## src/rtl/serial_pattern_detector_pkg.sv

```systemverilog
// Shared defaults and width helper for the serial pattern detector slice.
// Latency: n/a (package); backpressure: n/a.
package serial_pattern_detector_pkg;

  localparam int              DEF_N       = 4;
  localparam logic [DEF_N-1:0] DEF_PATTERN = 4'b1011;
  localparam bit              DEF_OVERLAP = 1'b1;
  localparam int              DEF_CW      = 8;

  function automatic int clog2(input int value);
    int result;
    int rest;
    result = 0;
    rest   = value - 1;
    while (rest > 0) begin
      result = result + 1;
      rest   = rest >> 1;
    end
    return result;
  endfunction

endpackage

```

## src/rtl/serial_pattern_detector_if.sv

```systemverilog
// Serial bit in, history/match/count status out for the pattern detector.
// Latency: n/a (wiring only); backpressure: none, every enabled bit is taken.
interface serial_pattern_detector_if
  import serial_pattern_detector_pkg::*;
#(
  parameter int N  = DEF_N,
  parameter int CW = DEF_CW
);

  logic          Enable;
  logic          Din;
  logic [N-1:0]  History;
  logic          Armed;
  logic          Match;
  logic [CW-1:0] MatchCount;
  logic          Saturated;

  modport master (
    output Enable, Din,
    input  History, Armed, Match, MatchCount, Saturated
  );

  modport slave (
    input  Enable, Din,
    output History, Armed, Match, MatchCount, Saturated
  );

endinterface

```

## src/rtl/serial_pattern_detector_sat_counter.sv

```systemverilog
// Saturating up-counter with registered all-ones flag, negedge clocked.
// Latency: 1 falling edge from inc to count; backpressure: none, holds at all ones.
module sat_counter #(
  parameter int CW = 8
) (
  input  logic          Clock,
  input  logic          Reset,
  input  logic          inc,
  output logic [CW-1:0] count,
  output logic          all_ones
);

  localparam logic [CW-1:0] LAST_STEP = ~CW'(1);

  always_ff @(negedge Clock or posedge Reset) begin
    if (Reset) begin
      count    <= '0;
      all_ones <= 1'b0;
    end else if (inc && !all_ones) begin
      count    <= count + CW'(1);
      all_ones <= (count == LAST_STEP);
    end
  end

endmodule

```

## src/rtl/serial_pattern_detector.sv

```systemverilog
// Shifts enabled serial bits into an N-bit history and flags PATTERN matches.
// Latency: Match on the falling edge sampling the last bit; backpressure: none.
module serial_pattern_detector
  import serial_pattern_detector_pkg::*;
#(
  parameter int             N       = DEF_N,
  parameter logic [N-1:0]   PATTERN = N'(DEF_PATTERN),
  parameter bit             OVERLAP = DEF_OVERLAP,
  parameter int             CW      = DEF_CW
) (
  input  logic                     Clock,
  input  logic                     Reset,
  serial_pattern_detector_if.slave bus
);

  localparam int             FW   = clog2(N + 1);
  localparam logic [FW-1:0]  FULL = FW'(N);

  logic [N-1:0]  hist;
  logic [FW-1:0] fill;
  logic          armed_q;
  logic          match_q;
  logic [N-1:0]  next_hist;
  logic [FW-1:0] next_fill;
  logic          hit;
  logic [CW-1:0] count;
  logic          saturated;

  always_comb begin
    next_hist = {hist[N-2:0], bus.Din};
    next_fill = (fill == FULL) ? fill : fill + FW'(1);
    hit       = bus.Enable && (next_fill == FULL) && (next_hist == PATTERN);
  end

  // Without overlap a hit restarts the fill count but leaves the history bits in place.
  always_ff @(negedge Clock or posedge Reset) begin
    if (Reset) begin
      hist    <= '0;
      fill    <= '0;
      armed_q <= 1'b0;
      match_q <= 1'b0;
    end else begin
      match_q <= hit;
      if (bus.Enable) begin
        hist <= next_hist;
        if (hit && (OVERLAP == 1'b0)) begin
          fill    <= '0;
          armed_q <= 1'b0;
        end else begin
          fill    <= next_fill;
          armed_q <= (next_fill == FULL);
        end
      end
    end
  end

  sat_counter #(.CW(CW)) u_match_cnt (
    .Clock    (Clock),
    .Reset    (Reset),
    .inc      (hit),
    .count    (count),
    .all_ones (saturated)
  );

  assign bus.History    = hist;
  assign bus.Armed      = armed_q;
  assign bus.Match      = match_q;
  assign bus.MatchCount = count;
  assign bus.Saturated  = saturated;

endmodule

```

## src/flat_wrapper.sv

```systemverilog
// flat-port wrapper written by rule: the top's interface ports become plain ports
module serial_pattern_detector_flat import serial_pattern_detector_pkg::*;
#(
  parameter int             N       = DEF_N,
  parameter logic [N-1:0]   PATTERN = N'(DEF_PATTERN),
  parameter bit             OVERLAP = DEF_OVERLAP,
  parameter int             CW      = DEF_CW
)
  (Clock, Reset, bus_Enable, bus_Din, bus_History, bus_Armed, bus_Match, bus_MatchCount, bus_Saturated);
  serial_pattern_detector_if #(.N(N), .CW(CW)) bus_i ();
  input  logic Clock;
  input  logic Reset;
  input wire logic [$bits(bus_i.Enable)-1:0] bus_Enable;
  input wire logic [$bits(bus_i.Din)-1:0] bus_Din;
  output wire logic [$bits(bus_i.History)-1:0] bus_History;
  output wire logic [$bits(bus_i.Armed)-1:0] bus_Armed;
  output wire logic [$bits(bus_i.Match)-1:0] bus_Match;
  output wire logic [$bits(bus_i.MatchCount)-1:0] bus_MatchCount;
  output wire logic [$bits(bus_i.Saturated)-1:0] bus_Saturated;
  assign bus_i.Enable = bus_Enable;
  assign bus_i.Din = bus_Din;
  assign bus_History = bus_i.History;
  assign bus_Armed = bus_i.Armed;
  assign bus_Match = bus_i.Match;
  assign bus_MatchCount = bus_i.MatchCount;
  assign bus_Saturated = bus_i.Saturated;
  serial_pattern_detector #(.N(N), .PATTERN(PATTERN), .OVERLAP(OVERLAP), .CW(CW)) u_core (.Clock(Clock), .Reset(Reset), .bus(bus_i));
endmodule
```

## config.mk

```make
export PLATFORM = sky130hd
export DESIGN_NAME = serial_pattern_detector_flat
export DESIGN_NICKNAME = d
export VERILOG_FILES = /design/src/rtl/serial_pattern_detector_pkg.sv /design/src/rtl/serial_pattern_detector_if.sv /design/src/rtl/serial_pattern_detector_sat_counter.sv /design/src/rtl/serial_pattern_detector.sv /design/src/flat_wrapper.sv
export SDC_FILE = /design/constraint.sdc
export NUM_CORES = 1
export LEC_CHECK = 0
export CAP_MARGIN = 30
export CORE_UTILIZATION = 49
export DETAILED_ROUTE_END_ITERATION = 10
export HOLD_SLACK_MARGIN = 0.06
export PLACE_DENSITY = 0.77
export SETUP_SLACK_MARGIN = 0.3
export SYNTH_ARGS = -nofsm -noshare
export SYNTH_HDL_FRONTEND = slang
export SYNTH_SLANG_ARGS = --single-unit
export TNS_END_PERCENT = 20
```

## constraint.sdc

```tcl
create_clock -name Clock -period 2.35 [get_ports Clock]
set_input_delay 0.3525 -clock Clock [delete_from_list [all_inputs] [get_ports Clock]]
set_output_delay 0.3525 -clock Clock [all_outputs]
set_load 0.01 [all_outputs]
```

==> metrics.csv, run 1 <==
stage,metric,value,unit
layout,Final #Nets,129,
global_routing,initial antenna violation count,0,
critical_path,worst path cell trace,buf_2,
clocking,Clock Tree Buf Depth,2,
global_routing,first-pass GRT wire length,3070,µm
synthesis,simple logic cell fraction of the synthesized area,0.217,
synthesis,post-synthesis average cell area,11.8,µm²
synthesis,Synth Area in Compound Gates,0.0619,
floorplan,# rows,15,
route,Final Routed Wirelength,1950,µm
synthesis,synth warn,0,
global_routing,largest net degree at the start of global routing,19,
critical_path,Reg-to-Reg End,u_core.u_match_cnt.count[1],
clocking,CTS Buf Count,3,
synthesis,largest family of logic cells by synthesized area,simple AND/OR/NAND/NOR gates,
route,DRC viols,0,
synthesis,Synth Cell Area,910,µm²
critical_path,critical path depth,1,
critical_path,Critical Path AT,2.04,ns
pwr,Worst VDD drop,711,µV
critical_path,Setup crit end kind,primary output,
synthesis,Post-synth EDFFs,0,
layout,"commonest cells after routing, fill and taps aside","buf_4, dfrtn_1, buf_2",
critical_path,WS Path Type,flop to primary output,
clocking,CTS tree,built,
critical_path,FF-to-FF Start,u_core.fill[0],
floorplan,Die Ht,45.1,µm
route,Detailed Routing Iterations Pass 1,4,
critical_path,CP startpoint,u_core.u_match_cnt.count[2],
critical_path,"Max stage delay cell, worst path",dfrtn_1,
route,via density per instance,5.00,
clocking,CTS root buffer,clkbuf_4,
critical_path,Critical Path End,bus_MatchCount[2],
floorplan,Die Area,2030,µm²
clocking,CTS Hold Buffers Added,0,
place,DP HPWL,1280,µm
floorplan,Initial Utilization,0.527,
route,drt initial violations,8,
clocking,# clock sinks,18,
hold_path,Hold Path Class,flop to flop,
sta,worst slew pin tran,0.296,ns
sta,hold_ws,0.452,ns
global_routing,Congestion Overflow GR,0,
route,vias after detailed routing,725,
sta,Max Slew Vio Count,0,
synthesis,unique cell type count in the Yosys netlist,31,
clocking,H-tree depth,1,
synthesis,Post-synth ARST share,1.00,
route,routed len/inst,13.5,µm
clocking,clk slew on worst S/H paths,0.07,ns
layout,"commonest non-fill, non-tap cell in the layout",buf_4,
sta,Setup WS post-layout,-0.0425,ns
sta,# setup viols final,10,
critical_path,"Req. time, crit path",2.00,ns
place,dpl ws,-0.522,ns
synthesis,post-synthesis sequential area ratio,0.495,
layout,Filler Cells Inserted,101,
pwr,Pleak,0.703,nW
floorplan,# IOs,19,
critical_path,Startpoint Class,flop,
floorplan,Core ar.,1730,µm²
synthesis,Synth Flop Type,dfrtn_1,
layout,# diodes,0,
synthesis,Synth Area in Adders,0.0550,
layout,share of post-route cells with drive strength above 1,0.525,
layout,Area Growth Syn to Fin,51.0,%
synthesis,Synthesized Nets,85,
synthesis,register bit total from synthesis,18,
floorplan,die width,45.1,µm
place,Final GP Congestion,0.785,
global_routing,Tot GR Track Use,0.207,
critical_path,Worst Reg2Reg Path Length in Cells,7,
critical_path,Top delay family on crit path,flip-flops,
sta,final hold vios,0,
synthesis,mux contribution to synthesized area,0.0605,
global_routing,vias in the first global route,667,
critical_path,crit-path max FO,2,
sta,Worst Clk Skew,0.00287,ns
place,PortBufs,18,
status,outcome,"complete, but fails checks",
critical_path,FF-to-FF setup slack,0.38,ns
pwr,Pwr Density,946,nW/µm²
synthesis,synthesized instance count,77,
critical_path,"slowest stage delay, CP",0.44,ns
clocking,"Clk Latency, worst-skew pair",0.28,ns
route,final antenna-violating net count,0,
synthesis,Post-Synth XOR/XNOR Area,0.0770,
layout,Layout Utilization,0.796,
status,violated checks,negative setup slack,
critical_path,WP buf/inv,1,
flow_run,max_cap viols,0,
sta,RSZ-0062 raised after global routing,true,
sta,Slew Limit Headroom,0.801,
per-layer routing:
layer,global-route usage,wire [µm],vias up
met5,0,0,-
met4,0.0545,0,0
met3,0.0240,70,0
met2,0.345,962,15
met1,0.285,919,350
li1,-,-,360
worst min path at each step:
stage / start / to / slack (ns) / depth (start not counted)
floorplan: u_core.fill[0] / u_core.fill[0] / 0.44 / 1
global placement: u_core.u_match_cnt.count[3] / u_core.u_match_cnt.count[3] / 0.43 / 1
detailed placement: u_core.u_match_cnt.count[3] / u_core.u_match_cnt.count[3] / 0.44 / 1
CTS: u_core.bus.History[3] / u_core.bus.History[3] / 0.46 / 1
global route: u_core.bus.History[3] / u_core.bus.History[3] / 0.48 / 1
finish: u_core.bus.History[3] / u_core.bus.History[3] / 0.45 / 1
through the flow:
step           instances  cell area [µm²]  power, mW  setup TNS (ns)
2_1_floorplan         77              942      0.776               0
3_3_place_gp         134             1280       1.00           -7.88
3_5_place_dp         134             1280       1.02           -8.55
4_1_cts              143             1340       1.27          -0.226
5_1_grt              145             1370       1.38          -0.668
6_report             145             1370       1.30          -0.137
sequential cells by signal, summed over array words and instances, names as in the netlist:
register / flops
u_core.u_match_cnt.all_ones: 1
u_core.fill: 3
u_core.u_match_cnt.count: 8
u_core.bus.Armed: 1
u_core.bus.History: 4
u_core.bus.Match: 1
what timing repair did:
action | 4_1_cts | 5_1_grt
setup endpoints to repair | 33 | 24
setup buffers | 5 | 2
hold endpoints to repair | 0 | 0
gates resized for setup | 81 | 4
pin swaps | 20 | 18
cell usage after synthesis, drive strengths merged (2+ instances only):
cell type / n / area share
dfrtn: 18 / 0.50
inv: 6 / 0.025
xor2: 6 / 0.058
nand2: 5 / 0.021
nor4: 5 / 0.051
ha: 4 / 0.055
mux2: 4 / 0.050
nor3: 3 / 0.022
and3b: 2 / 0.019
nand3b: 2 / 0.017
nand4: 2 / 0.014
nand4b: 2 / 0.019
xnor2: 2 / 0.019
worst register-to-register path, stage by stage (launching register included):
cell      delay, ns
dfrtn_1        0.49
inv_1          0.11
ha_2           0.23
and4bb_2       0.33
a311oi_4       0.04
buf_4          0.22
nor4_4         0.29
mux2i_1        0.11
cells by family (layout without fill, tap and decap cells):
group,count (synthesis),in the layout
fa+ha+maj,4,4
xor+xnor,8,8
mux,5,5
simple gates,28,28
flops,18,18
compound gates,6,6
buf+inv,8,51
power by group:
group | leakage (nW) | internal [mW] | switching, mW | total [mW]
Clock | 0.0210 | 0.0941 | 0.0941 | 0.188
Sequential | 0.226 | 0.378 | 0.0497 | 0.428
Combinational | 0.456 | 0.314 | 0.369 | 0.683
cell type report:
cell class / count / area, µm² / share of cell area
timing repair buffer: 41 / 297 / 0.216
sequential: 18 / 450 / 0.328
multi-input combinational: 51 / 537 / 0.391
clock buffer: 4 / 36.3 / 0.0264
inverter: 6 / 22.5 / 0.0164
tap: 25 / 31.3 / 0.0228
No activity file was read; power rests on OpenSTA's default activity.
==> run 2: changes to the inputs <==
Settings changed: CELL_PAD_IN_SITES_DETAIL_PLACEMENT set to 1, CELL_PAD_IN_SITES_GLOBAL_PLACEMENT set to 2, CORE_ASPECT_RATIO set to 0.7, CORE_UTILIZATION 49 to 39, DONT_BUFFER_PORTS set to 1, PLACE_DENSITY 0.77 to unset, PLACE_DENSITY_LB_ADDON set to 0.1.
==> run 2 against run 1 <==
Compared with the run above:
- the flow still finishes with violations (negative setup slack)
- clock power fell by 20%
- largest cell class unchanged
- global-route usage decreased by 2.1 points
- non-clock buffer count is 35 lower
- cell count shrank 20%
- register-to-register slack got worse by 0.04 ns
==> metrics.csv, run 2 (synthesized netlist as in run 1, its figures left out) <==
stage,metric,value,unit,change
status,outcome,"complete, but fails checks",,unchanged
status,violated checks,negative setup slack,,unchanged
clocking,# clock sinks,18,,unchanged
place,PortBufs,0,,was 18
pwr,internal power,654,µW,was 786 µW
clocking,CTS root buffer,clkbuf_4,,unchanged
critical_path,WS Path Type,flop to primary output,,unchanged
flow_run,max_cap viols,0,,unchanged
layout,Final #Nets,94,,was 129
floorplan,Core ar.,2170,µm²,was 1730 µm²
global_routing,largest net degree at the start of global routing,12,,was 19
sta,Slew Limit Headroom,0.784,,was 0.801
layout,"commonest non-fill, non-tap cell in the layout",dfrtn_1,,was buf_4
clocking,CTS Buf Count,3,,unchanged
route,Final Routed Wirelength,1870,µm,was 1950 µm
floorplan,Initial Utilization,0.419,,was 0.527
place,dpl ws,-0.107,ns,was -0.522 ns
global_routing,vias in the first global route,618,,was 667
global_routing,first-pass GRT wire length,3230,µm,was 3070 µm
layout,Area Growth Syn to Fin,20.6,%,was 51.0%
layout,most flop-heavy register,u_core.u_match_cnt.count,,unchanged
critical_path,"Req. time, crit path",2.00,ns,about the same
floorplan,# rows,14,,was 15
layout,Largest register FFs,8,,unchanged
layout,share of post-route cells with drive strength above 1,0.298,,was 0.525
pwr,Logic pwr share,0.449,,was 0.526
floorplan,die width,59.7,µm,was 45.1 µm
layout,"commonest cells after routing, fill and taps aside","dfrtn_1, inv_1, xor2_1",,"was buf_4, dfrtn_1, buf_2"
pwr,Power Total,1.12,mW,was 1.30 mW
pwr,Worst VDD drop,358,µV,was 711 µV
sta,Post-Route Setup TNS,-0.0481,ns,was -0.137 ns
clocking,Clock Tree Buf Depth,2,,unchanged
critical_path,Setup crit end kind,primary output,,unchanged
critical_path,Worst Reg2Reg Path Length in Cells,7,,unchanged
route,vias after detailed routing,581,,was 725
route,final antenna-violating net count,0,,unchanged
floorplan,Die Ht,42.4,µm,was 45.1 µm
clocking,"Clk Latency, worst-skew pair",0.29,ns,was 0.28 ns
place,Final GP Congestion,0.738,,was 0.785
global_routing,Congestion Overflow GR,0,,unchanged
clocking,CTS Hold Buffers Added,0,,unchanged
clocking,clk slew on worst S/H paths,0.07,ns,about the same
hold_path,Hold Path Depth,1,,unchanged
critical_path,Startpoint Class,flop,,unchanged
sta,worst slew pin tran,0.322,ns,was 0.296 ns
pwr,Clock power frac,0.135,,was 0.145
layout,# diodes,0,,unchanged
place,DP HPWL,1430,µm,was 1280 µm
pwr,Pwr Density,1020,nW/µm²,was 946 nW/µm²
clocking,H-tree depth,1,,unchanged
global_routing,Tot GR Track Use,0.185,,was 0.207
pwr,Pleak,0.494,nW,was 0.703 nW
route,DRC viols,0,,unchanged
floorplan,# IOs,19,,unchanged
critical_path,critical path depth,0,,was 1
pwr,Switching Share,0.414,,was 0.395
hold_path,Hold Path Class,flop to flop,,unchanged
route,via density per instance,5.01,,was 5.00
sta,final hold vios,0,,unchanged
sta,Worst Clk Skew,0.00274,ns,was 0.00287 ns
floorplan,Die Area,2530,µm²,was 2030 µm²
route,Detailed Routing Iterations Pass 1,3,,was 4
critical_path,Critical Path AT,2.02,ns,was 2.04 ns
pwr,NetSw,462,µW,was 513 µW
pwr,sequential power share,0.416,,was 0.329
critical_path,crit-path max FO,5,,was 2
sta,# setup viols final,4,,was 10
layout,Layout Utilization,0.505,,was 0.796
sta,hold_ws,0.487,ns,was 0.452 ns
clocking,total setup buffers inserted after CTS,0,,was 5
sta,RSZ-0062 raised after global routing,true,,unchanged
global_routing,initial antenna violation count,0,,unchanged
sta,Setup WS post-layout,-0.0228,ns,was -0.0425 ns
sta,Max Slew Vio Count,0,,unchanged
route,routed len/inst,16.1,µm,was 13.5 µm
clocking,CTS tree,built,,unchanged
route,drt initial violations,10,,was 8
-- run 2: cell count changes in the layout (fill, tap and decap cells not counted), sizes merged --
cell / delta
buf: -34
clkdlybuf4s50: -1
clkbuf: -1
-- run 2: repair_timing --
action / CTS / global route
resized for setup: 3 / 4
setup endpoints to repair: 21 / 22
pin swaps: 5 / 8
hold endpoints to repair: 0 / 0
-- run 2: worst paths after layout --
path                                                  start                          end  slack, ns
worst max-delay path            u_core.u_match_cnt.count[4]            bus_MatchCount[4]      -0.02
worst min-delay path            u_core.u_match_cnt.count[7]  u_core.u_match_cnt.count[7]       0.49
worst max register to register               u_core.fill[0]  u_core.u_match_cnt.count[1]       0.34
worst min register to register  u_core.u_match_cnt.count[7]  u_core.u_match_cnt.count[7]       0.49
max in group asynchronous                             Reset  u_core.u_match_cnt.count[3]       0.93
min in group asynchronous                             Reset  u_core.u_match_cnt.count[4]       0.93
-- run 2: layout make-up --
cell class              count  area [µm²]
fillers                   247        1070
inverters                   6        22.5
well taps                  32        40.0
repair buffers              6        57.6
multi-input cells          51         504
flip-flops and latches     18         450
clock buffers               3        22.5
-- run 2: routing by layer --
layer	wire length (µm)	part of all wire	global-route usage
met5	0	0	0
met3	125	0.067	0.0895
met1	964	0.51	0.276
met2	752	0.40	0.224
met4	31	0.017	0.0698
-- run 2: power groups by stage --
stage | registers, mW | logic, mW | clock network, mW
floorplan | 0.457 | 0.319 | 0
global placement | 0.469 | 0.446 | 0
detailed placement | 0.469 | 0.461 | 0
CTS | 0.465 | 0.478 | 0.164
global route | 0.478 | 0.550 | 0.177
finish | 0.464 | 0.501 | 0.150
-- run 2: stage by stage --
stage | cell area [µm²] | cells
finish | 1100 | 116
floorplan | 942 | 77
global route | 1100 | 116
detailed placement | 1030 | 113
global placement | 1030 | 113
CTS | 1070 | 116
==> run 3: changes to the inputs <==
Settings changed: REMOVE_ABC_BUFFERS set to 1.
==> run 3 against run 2 <==
Compared with the run above:
- the run still ends with negative setup slack left
- final area is 3.4% higher
- die area stayed put
- power is 1.4% higher
- via count is 6.0% higher
- clock-buffer cell count stayed put
- combinational power hardly changed
- worst setup slack worse by 0.010 ns
- sequential share of layout area is 1.4 points lower
- global-route usage is 1.2 points lower
- core utilization is 1.7 points higher
- cell count stayed put
- highest routed layer unchanged
==> metrics.csv, run 3 (synthesized netlist as in run 1, its figures left out) <==
stage,metric,value,unit,change
critical_path,FF-to-FF setup slack,0.15,ns,was 0.34 ns
hold_path,Hold Path Class,flop to flop,,unchanged
layout,Largest register FFs,8,,unchanged
global_routing,Congestion Overflow GR,0,,unchanged
place,Post-Place Cells,113,,unchanged
sta,final hold vios,0,,unchanged
pwr,Pwr Density,997,nW/µm²,was 1020 nW/µm²
pwr,internal power,656,µW,was 654 µW
layout,Filler Cells Inserted,246,,was 247
pwr,Clock power frac,0.134,,was 0.135
route,via density per instance,5.31,,was 5.01
global_routing,initial antenna violation count,0,,unchanged
pwr,Power Total,1.13,mW,was 1.12 mW
critical_path,Setup crit end kind,primary output,,unchanged
sta,hold_ws,0.474,ns,was 0.487 ns
route,DRC viols,0,,unchanged
place,PortBufs,0,,unchanged
layout,"commonest non-fill, non-tap cell in the layout",dfrtn_1,,unchanged
clocking,CTS root buffer,clkbuf_4,,unchanged
clocking,H-tree depth,1,,unchanged
sta,Slew Limit Headroom,0.419,,was 0.784
clocking,CTS Hold Buffers Added,0,,unchanged
clocking,CTS tree,built,,unchanged
global_routing,vias in the first global route,645,,was 618
floorplan,Core ar.,2170,µm²,unchanged
critical_path,"Req. time, crit path",2.00,ns,about the same
sta,# setup viols final,3,,was 4
global_routing,largest net degree at the start of global routing,19,,was 12
floorplan,Die Area,2530,µm²,unchanged
layout,# diodes,0,,unchanged
flow_run,max_cap viols,0,,unchanged
sta,Max Slew Vio Count,0,,unchanged
sta,Post-Route Setup TNS,-0.0614,ns,was -0.0481 ns
clocking,# clock sinks,18,,unchanged
route,vias after detailed routing,616,,was 581
layout,Layout Utilization,0.522,,was 0.505
clocking,"Clk Latency, worst-skew pair",0.29,ns,about the same
critical_path,Critical Path AT,2.03,ns,was 2.02 ns
place,Final GP Congestion,0.755,,was 0.738
clocking,CTS Buf Count,3,,unchanged
layout,most flop-heavy register,u_core.u_match_cnt.count,,unchanged
place,dpl ws,-0.120,ns,was -0.107 ns
floorplan,# IOs,19,,unchanged
route,drt initial violations,25,,was 10
place,dpl cell area,987,µm²,was 1030 µm²
layout,Area Growth Syn to Fin,24.8,%,was 20.6%
floorplan,Initial Utilization,0.419,,unchanged
critical_path,Startpoint Class,flop,,unchanged
status,violated checks,negative setup slack,,unchanged
pwr,Switching Share,0.420,,was 0.414
route,Final Routed Wirelength,1770,µm,was 1870 µm
floorplan,# rows,14,,unchanged
route,Detailed Routing Iterations Pass 1,4,,was 3
layout,share of post-route cells with drive strength above 1,0.369,,was 0.298
layout,Final #Nets,94,,unchanged
layout,final instance area,1130,µm²,was 1100 µm²
status,outcome,"complete, but fails checks",,unchanged
route,met3 wire length,147,µm,was 125 µm
route,final antenna-violating net count,0,,unchanged
pwr,sequential power share,0.423,,was 0.416
place,DP HPWL,1300,µm,was 1430 µm
pwr,Worst VDD drop,587,µV,was 358 µV
global_routing,Tot GR Track Use,0.174,,was 0.185
floorplan,die width,59.7,µm,unchanged
route,met2 wire length,776,µm,was 752 µm
pwr,NetSw,475,µW,was 462 µW
sta,worst slew pin tran,0.872,ns,was 0.322 ns
route,WL met1,816,µm,was 964 µm
pwr,Logic pwr share,0.443,,was 0.449
critical_path,WS Path Type,flop to primary output,,unchanged
sta,Setup WS post-layout,-0.0329,ns,was -0.0228 ns
global_routing,first-pass GRT wire length,3110,µm,was 3230 µm
route,Max Used Layer,met4,,unchanged
route,routed len/inst,15.3,µm,was 16.1 µm
critical_path,crit-path max FO,5,,unchanged
floorplan,Die Ht,42.4,µm,unchanged
layout,final std cells w/o fill,116,,unchanged
sta,RSZ-0062 raised after global routing,true,,unchanged
layout,"commonest cells after routing, fill and taps aside","dfrtn_1, xor2_1, inv_1, buf_4",,"was dfrtn_1, inv_1, xor2_1"
clocking,clk slew on worst S/H paths,0.07,ns,about the same
clocking,Clock Tree Buf Depth,2,,unchanged
pwr,Pleak,0.503,nW,was 0.494 nW
sta,Worst Clk Skew,0.00650,ns,was 0.00274 ns
[run 3: power by group through the flow]
stage | clock network (mW) | logic (mW) | registers, mW
floorplan | 0 | 0.287 | 0.457
global placement | 0 | 0.363 | 0.475
detailed placement | 0 | 0.375 | 0.476
CTS | 0.165 | 0.464 | 0.473
global route | 0.173 | 0.560 | 0.492
finish | 0.152 | 0.501 | 0.479
[run 3: area by class of cell]
type / count / area, µm² / share of cell area
clock buffers: 3 / 22.5 / 0.0198
repair buffers: 6 / 48.8 / 0.0430
inverters: 6 / 22.5 / 0.0198
well taps: 32 / 40.0 / 0.0353
flip-flops and latches: 18 / 450 / 0.397
multi-input cells: 51 / 551 / 0.485
[run 3: what timing repair did]
item	4_1_cts	5_1_grt
buffers inserted	0	0
pin swaps	12	17
gates resized for setup	14	9
endpoints found under the setup margin	23	26
[run 3: path summary, 6_finish.rpt]
check,end,cells after the start,start
worst max-delay path,bus_MatchCount[4],0,u_core.u_match_cnt.count[4]
worst min-delay path,u_core.u_match_cnt.count[7],1,u_core.u_match_cnt.count[7]
worst max register to register,u_core.u_match_cnt.count[3],6,u_core.fill[0]
worst min register to register,u_core.u_match_cnt.count[7],1,u_core.u_match_cnt.count[7]
max in group asynchronous,u_core.u_match_cnt.count[3],2,Reset
min in group asynchronous,u_core.bus.Match,2,Reset
[run 3: per-layer routing]
layer,global-route usage,vias to the layer above
met4,0.0744,0
li1,-,290
met1,0.242,301
met5,0,-
met2,0.224,21
met3,0.0833,4
